--- config.mk ---
export PLATFORM = sky130hd
export DESIGN_NAME = qpu_ifu_bht_bpu
export DESIGN_NICKNAME = d
export VERILOG_FILES = /design/src/rtl/qpu_ifu_bht_bpu.sv
export SDC_FILE = /design/constraint.sdc
export NUM_CORES = 1
export LEC_CHECK = 0
export CORE_ASPECT_RATIO = 0.9
export CORE_MARGIN = 2
export CORE_UTILIZATION = 50
export DETAILED_ROUTE_END_ITERATION = 8
export PLACE_DENSITY = 0.78
export SYNTH_ARGS = -nofsm -noshare
export SYNTH_HDL_FRONTEND = slang
export SYNTH_SLANG_ARGS = --single-unit
--- constraint.sdc ---
create_clock -name clk -period 7.11 [get_ports clk]
set_input_delay 2.133 -clock clk [delete_from_list [all_inputs] [get_ports clk]]
set_output_delay 2.133 -clock clk [all_outputs]
set_load 0.005 [all_outputs]
--- src/rtl/qpu_ifu_bht_bpu.sv ---
// rtl/qpu_ifu_bht_bpu.sv - IFU branch predictor: direct-mapped BHT of saturating counters with BTFN fallback
module qpu_ifu_bht_bpu #(
  parameter int PC_SIZE   = 32,
  parameter int XLEN      = 32,
  parameter int BHT_DEPTH = 64,
  parameter int PC_LSB    = 2,
  parameter int CNT_W     = 2,
  parameter int PRDT_MODE = 1
) (
  input  logic               clk,
  input  logic               rst,
  input  logic [PC_SIZE-1:0] i_pc,
  input  logic               i_dec_bxx,
  input  logic [XLEN-1:0]    i_dec_bjp_imm,
  output logic               o_prdt_taken,
  output logic               o_prdt_hit,
  output logic [PC_SIZE-1:0] o_prdt_pc_add_op1,
  output logic [PC_SIZE-1:0] o_prdt_pc_add_op2,
  input  logic               i_upd_vld,
  input  logic [PC_SIZE-1:0] i_upd_pc,
  input  logic               i_upd_taken,
  input  logic               i_bht_clr
);

  localparam int IDX_W = $clog2(BHT_DEPTH);
  localparam logic [CNT_W-1:0] CNT_WT  = CNT_W'(1) << (CNT_W - 1);
  localparam logic [CNT_W-1:0] CNT_WNT = CNT_WT - CNT_W'(1);
  localparam logic [CNT_W-1:0] CNT_MAX = {CNT_W{1'b1}};
  localparam logic             MODE_BHT = (PRDT_MODE != 0);

  logic [BHT_DEPTH-1:0] r_vld;
  logic [CNT_W-1:0]     r_cnt [BHT_DEPTH];

  logic [IDX_W-1:0] w_ridx;
  logic [IDX_W-1:0] w_widx;
  logic [CNT_W-1:0] w_cnt_cur;
  logic [CNT_W-1:0] w_cnt_nxt;
  logic             w_upd_en;
  logic             w_clr_en;
  logic             w_unused_bits;

  assign w_ridx   = i_pc[PC_LSB+IDX_W-1:PC_LSB];
  assign w_widx   = i_upd_pc[PC_LSB+IDX_W-1:PC_LSB];
  assign w_upd_en = MODE_BHT & i_upd_vld;
  assign w_clr_en = MODE_BHT & i_bht_clr;

  // Bits outside the index field (and imm bits above the PC width) carry no meaning here.
  assign w_unused_bits = &{1'b0, i_upd_pc, i_dec_bjp_imm};

  // Lookup: valid entry supplies the counter MSB, otherwise the offset sign gives BTFN.
  always_comb begin
    o_prdt_hit   = MODE_BHT & i_dec_bxx & r_vld[w_ridx];
    o_prdt_taken = i_dec_bxx & (o_prdt_hit ? r_cnt[w_ridx][CNT_W-1] : i_dec_bjp_imm[XLEN-1]);
  end

  assign o_prdt_pc_add_op1 = i_pc;
  assign o_prdt_pc_add_op2 = i_dec_bjp_imm[PC_SIZE-1:0];

  // Next counter value: fresh entries start weak, trained entries saturate at both ends.
  always_comb begin
    w_cnt_cur = r_cnt[w_widx];
    w_cnt_nxt = w_cnt_cur;
    if (!r_vld[w_widx]) begin
      w_cnt_nxt = i_upd_taken ? CNT_WT : CNT_WNT;
    end else if (i_upd_taken) begin
      if (w_cnt_cur != CNT_MAX) w_cnt_nxt = w_cnt_cur + CNT_W'(1);
    end else begin
      if (w_cnt_cur != '0) w_cnt_nxt = w_cnt_cur - CNT_W'(1);
    end
  end

  // Table state: async reset, clear wins over a same-cycle update, clear keeps counters.
  always_ff @(posedge clk or posedge rst) begin
    if (rst) begin
      r_vld <= '0;
      for (int i = 0; i < BHT_DEPTH; i++) r_cnt[i] <= '0;
    end else if (w_clr_en) begin
      r_vld <= '0;
    end else if (w_upd_en) begin
      r_vld[w_widx] <= 1'b1;
      r_cnt[w_widx] <= w_cnt_nxt;
    end
  end

endmodule

Word level (Yosys, flattened, before mapping)
Cells that the tools add are included.
{ "word_totals": {"reg_bits": 192, "in_bits": 102, "out_inout_bits": 66, "wordCells": 108} }
{ "classes": {"add_sub_neg": 2, "magnitude_cmp": 6, "n_eq_ne": 1, "n_mux": 23, "bitwise_logic": 6, "n_reduce_logical": 5} }
{ "ops": {"columns": ["cell", "n"], "rows": [
  ["128-bit bitwise mux", 1],
  ["64-bit two-way mux", 2],
  ["64-bit bitwise OR", 1],
  ["2-bit binary-select mux with 6-bit select", 2],
  ["2-bit two-way mux", 10],
  ["7-bit >= comparator (second input constant)", 2],
  ["6-bit by 7-bit < comparator with 1-bit output (second input constant)", 2],
  ["6-bit NOT with 7-bit output", 2],
  ["1-bit binary-select mux with 6-bit select", 2],
  ["2-bit demux with 6-bit select", 1],
  ["7-bit by 1-bit < comparator with 1-bit output (second input constant)", 1],
  ["1-bit demux with 6-bit select", 1],
  ["6-bit by 1-bit >= comparator with 1-bit output (second input constant)", 1],
  ["1-bit two-way mux", 4],
  ["2-bit nonzero test", 2],
  ["2-bit by 1-bit adder with 2-bit output (second input constant)", 1],
  ["1-bit AND", 2],
  ["1-bit logical AND", 2],
  ["2-bit != test (second input constant)", 1],
  ["2-bit AND reduction", 1],
  ["2-bit by 1-bit subtractor with 2-bit output (second input constant)", 1],
  ["1-bit NOT", 1]
]} }

Logic depth before layout (Yosys ltp)
{ "depth": {"word_depth": 9, "depth_mapped": 11, "depth_no_buf": 7} }

Worst setup path after synthesis
No wires, ideal clock.
{ "synth_path": {"path_kind": "input to output", "start": "input port i_pc[2]", "end": "output port o_prdt_taken", "arrival_time_ps": 4601, "required_ps": 4977, "slack_ps": 376, "cell_stages": 7, "n_path_buf": 3, "path_cell_list": "clkbuf_1 buf_2 buf_2 mux4_2 mux4_2 mux4_2 o2bb2ai_1"} }
{ "synth_between": {"elab_chain_cells": 6, "word_cells_on_any_way": 9, "classes_between": "mux: 6; bitwise: 3"} }
{ "synth_rtl": {"columns": ["element", "line", "text"], "rows": [
  ["from (decl)", "12", "input logic [PC_SIZE-1:0] i_pc,"],
  ["6-bit NOT with 7-bit output (implied by the code)", "53", "o_prdt_taken = i_dec_bxx & (o_prdt_hit ? r_cnt[w_ridx][CNT_W-1] : i_dec_bjp_imm[XLEN-1]);"],
  ["2-bit binary-select mux with 6-bit select", "53", null],
  ["2-bit two-way mux (implied by the code) (2 in series)", "53", null],
  ["1-bit two-way mux *", "53", null],
  ["1-bit AND *", "53", null],
  ["to (decl)", "15", "output logic o_prdt_taken,"]
]} }
Every way passes the cells marked *; elsewhere a longest branch is shown, timed or not. The select of a mux whose other input is x is not followed.

Worst setup path in the final report
Same ends and word-level chain as after synthesis.

==> reports/results.ini <==
[run_status]
status=finished clean

[cts]
post_cts_resized=0
numCtsBuffers=17
cts_tree=yes
cts_root_buf=clkbuf_16
cts_hold_buf=0
cts.sink_count=192
h-tree-depth=4
clock_latency_ps=440
clockBufferDepth=2
clkTransAtPathRegs_ps=70
cts_setup_buffers=0

[routing]
antenna_left=0
first_pass_iters=7
drt_iter0_drc=912
wl_per_cell_um=22.6
drt-total-wl_mm=27.6
via_count=7715
route.detailed.drc=0
avgViaCountPerCell=6.33

[global_route]
antenna_found_initial=0
grt_max_degree=193
grt_pass1_wl_mm=44.2
overflow=0
grt_pass1_vias=7748
grt_usage_pct=25.3

[power]
powerDensity_nw_per_um2=215
p_leak_nw=4.72
vdd_ir_drop_max_mv=0.150

[synthesis]
synth_area_per_cell_sq_um=11.1
synth_nets=1076
netlist.top_cell.by_area=dfrtp_1
synth_area_leaders=dfrtp_1 44%, mux4_2 15%, nand2_1 7.2%
synth_edf_count=0
netlist_instances=974
synth-main-ff-cell=dfrtp_1
yosys_warnings=0
synthArstFlopShare_pct=100
synth-seq-cells=192
synth_area_sq_um=10800
synth.distinct_cells=55
yosysTopAreaCellShare_pct=44.3
ys_seq_area_share_pct=44.3

[die]
coreArea_sq_um=21400
die_h_um=144
ios=168
die_area_sq_um=22900
die_w_um=159
start_util_pct=50.6
rows=51

[cells_and_area]
drive_gt1_share_pct=22.1
multi_input_area_sq_um=4930
final_nets=1016
regArea_sq_um=4800
antenna_cells=0
synthToLayoutAreaGrowth_pct=4.87
n_fill_cell=1845

[timing]
period_needed_ps=6980
max_freq_ghz=0.143
fin_tns_setup_ps=0
setup-violations-final=0
period_share_pct=98.1
drv_slew=0
hold_viol=0
rsz0062_at_grt=false
slew-limit-headroom_pct=20.2
finalClockSkew_ps=12.3
setup_ws_ps=133
worst_slew_pin_slew_ps=1190

[setup_path]
cp-start-kind=input port
r2r_start=r_cnt[76]
cp_max_fo=15
worst-r2r-cell-count=8
crit_arrival_ps=4840
critical_path_required_ps=4980
r2r-end=r_cnt[58]
cp-startpoint=i_pc[2]
cp-end-kind=primary output
path_class=input port to primary output
r2r_setup_slack_ps=4010
endpoint=o_prdt_taken

[place]
place_ws_ps=154
place_hpwl_mm=18.0
portBuffers=27
gp_congestion=0.950

[min_path]
hold_class=flop to flop

[flow_run]
cap_violations=0

sequential cells by signal, summed over array words and instances (netlist names):
name and cells:
r_vld 64, r_cnt 128
synthesized netlist by cell type, types with 8 or more instances:
library cell  instances
nand2_1             207
o31ai_2              60
clkbuf_1             20
inv_1                69
mux2i_1              15
mux4_1                8
o21ai_0             126
mux4_2               72
nand2b_1              8
buf_6                17
nor2_1               10
dfrtp_1             192
buf_2                 9
buf_4                67
placed cells by master, fill, tap and decap left out, types with 11 or more instances in the layout:
cell type          n
buf_4             11
o31ai_2           60
mux2i_1           15
mux4_2            72
o21ai_0          126
inv_1             68
clkdlybuf4s50_1   21
clkbuf_16         17
dfrtp_1          192
nand2_1          207
critical path: stages:
cell             delay (ps)
buf_2                   140
buf_12                  190
mux4_2                  580
mux4_2                  520
mux4_2                  500
and2_1                  200
o2bb2ai_1               130
clkdlybuf4s50_1         440
power by group:
| part | leakage, nW | total (mW) | internal [mW] | switching, mW |
|---|---|---|---|---|
| clock | 0.278 | 0.931 | 0.485 | 0.446 |
| sequential | 2.65 | 1.19 | 1.15 | 0.0397 |
| combinational | 1.79 | 0.323 | 0.126 | 0.197 |
per-layer routing:
metal / part of all wire (%) / vias to the layer above / track usage (%)
li1: - / 3306 / -
met1: 41 / 3878 / 33.4
met2: 46 / 445 / 39.1
met3: 10 / 86 / 7.88
met4: 3.5 / 0 / 11.0
met5: 0 / - / 0
through the flow:
| step | utilization, % | hold slack (ps) | cell area [sq um] | cells | total power [mW] |
|---|---|---|---|---|---|
| final | 53.0 | 475 | 11400 | 1218 | 2.44 |
| after global routing | 53.0 | 505 | 11400 | 1218 | 2.53 |
| after CTS | 53.0 | 482 | 11400 | 1218 | 2.45 |
| after detailed placement | 50.4 | 467 | 10800 | 1186 | 1.53 |
| after global placement | 50.4 | 452 | 10800 | 1186 | 1.52 |
| after floorplan | - | 440 | 10800 | 974 | 1.47 |
logic make-up after synthesis:
logic type | count (synthesis) | share of synthesized area, %
multiplexers | 97 | 18.5
buffers and inverters | 193 | 10.5
flip-flops | 192 | 44.3
AND/OR/NAND/NOR | 253 | 9.88
AO/OA/AOI/OAI | 239 | 16.9
final cells by class:
cell class | instances | share of cell area, %
Clock buffer | 20 | 4.10
Tap cell | 291 | 3.20
Clock inverter | 12 | 0.902
Inverter | 70 | 2.34
Sequential cell | 192 | 42.2
Multi-Input combinational cell | 589 | 43.3
Timing Repair Buffer | 44 | 3.89
worst min path at each step:
stage / startpoint / to / cells after the start
CTS: r_cnt[10] / r_cnt[10] / 2
finish: r_cnt[126] / r_cnt[126] / 2
detailed placement: r_cnt[126] / r_cnt[126] / 2
floorplan: r_cnt[124] / r_cnt[124] / 2
global placement: r_cnt[126] / r_cnt[126] / 2
global route: r_cnt[80] / r_cnt[80] / 2
No activity file was read; power rests on OpenSTA's default activity.
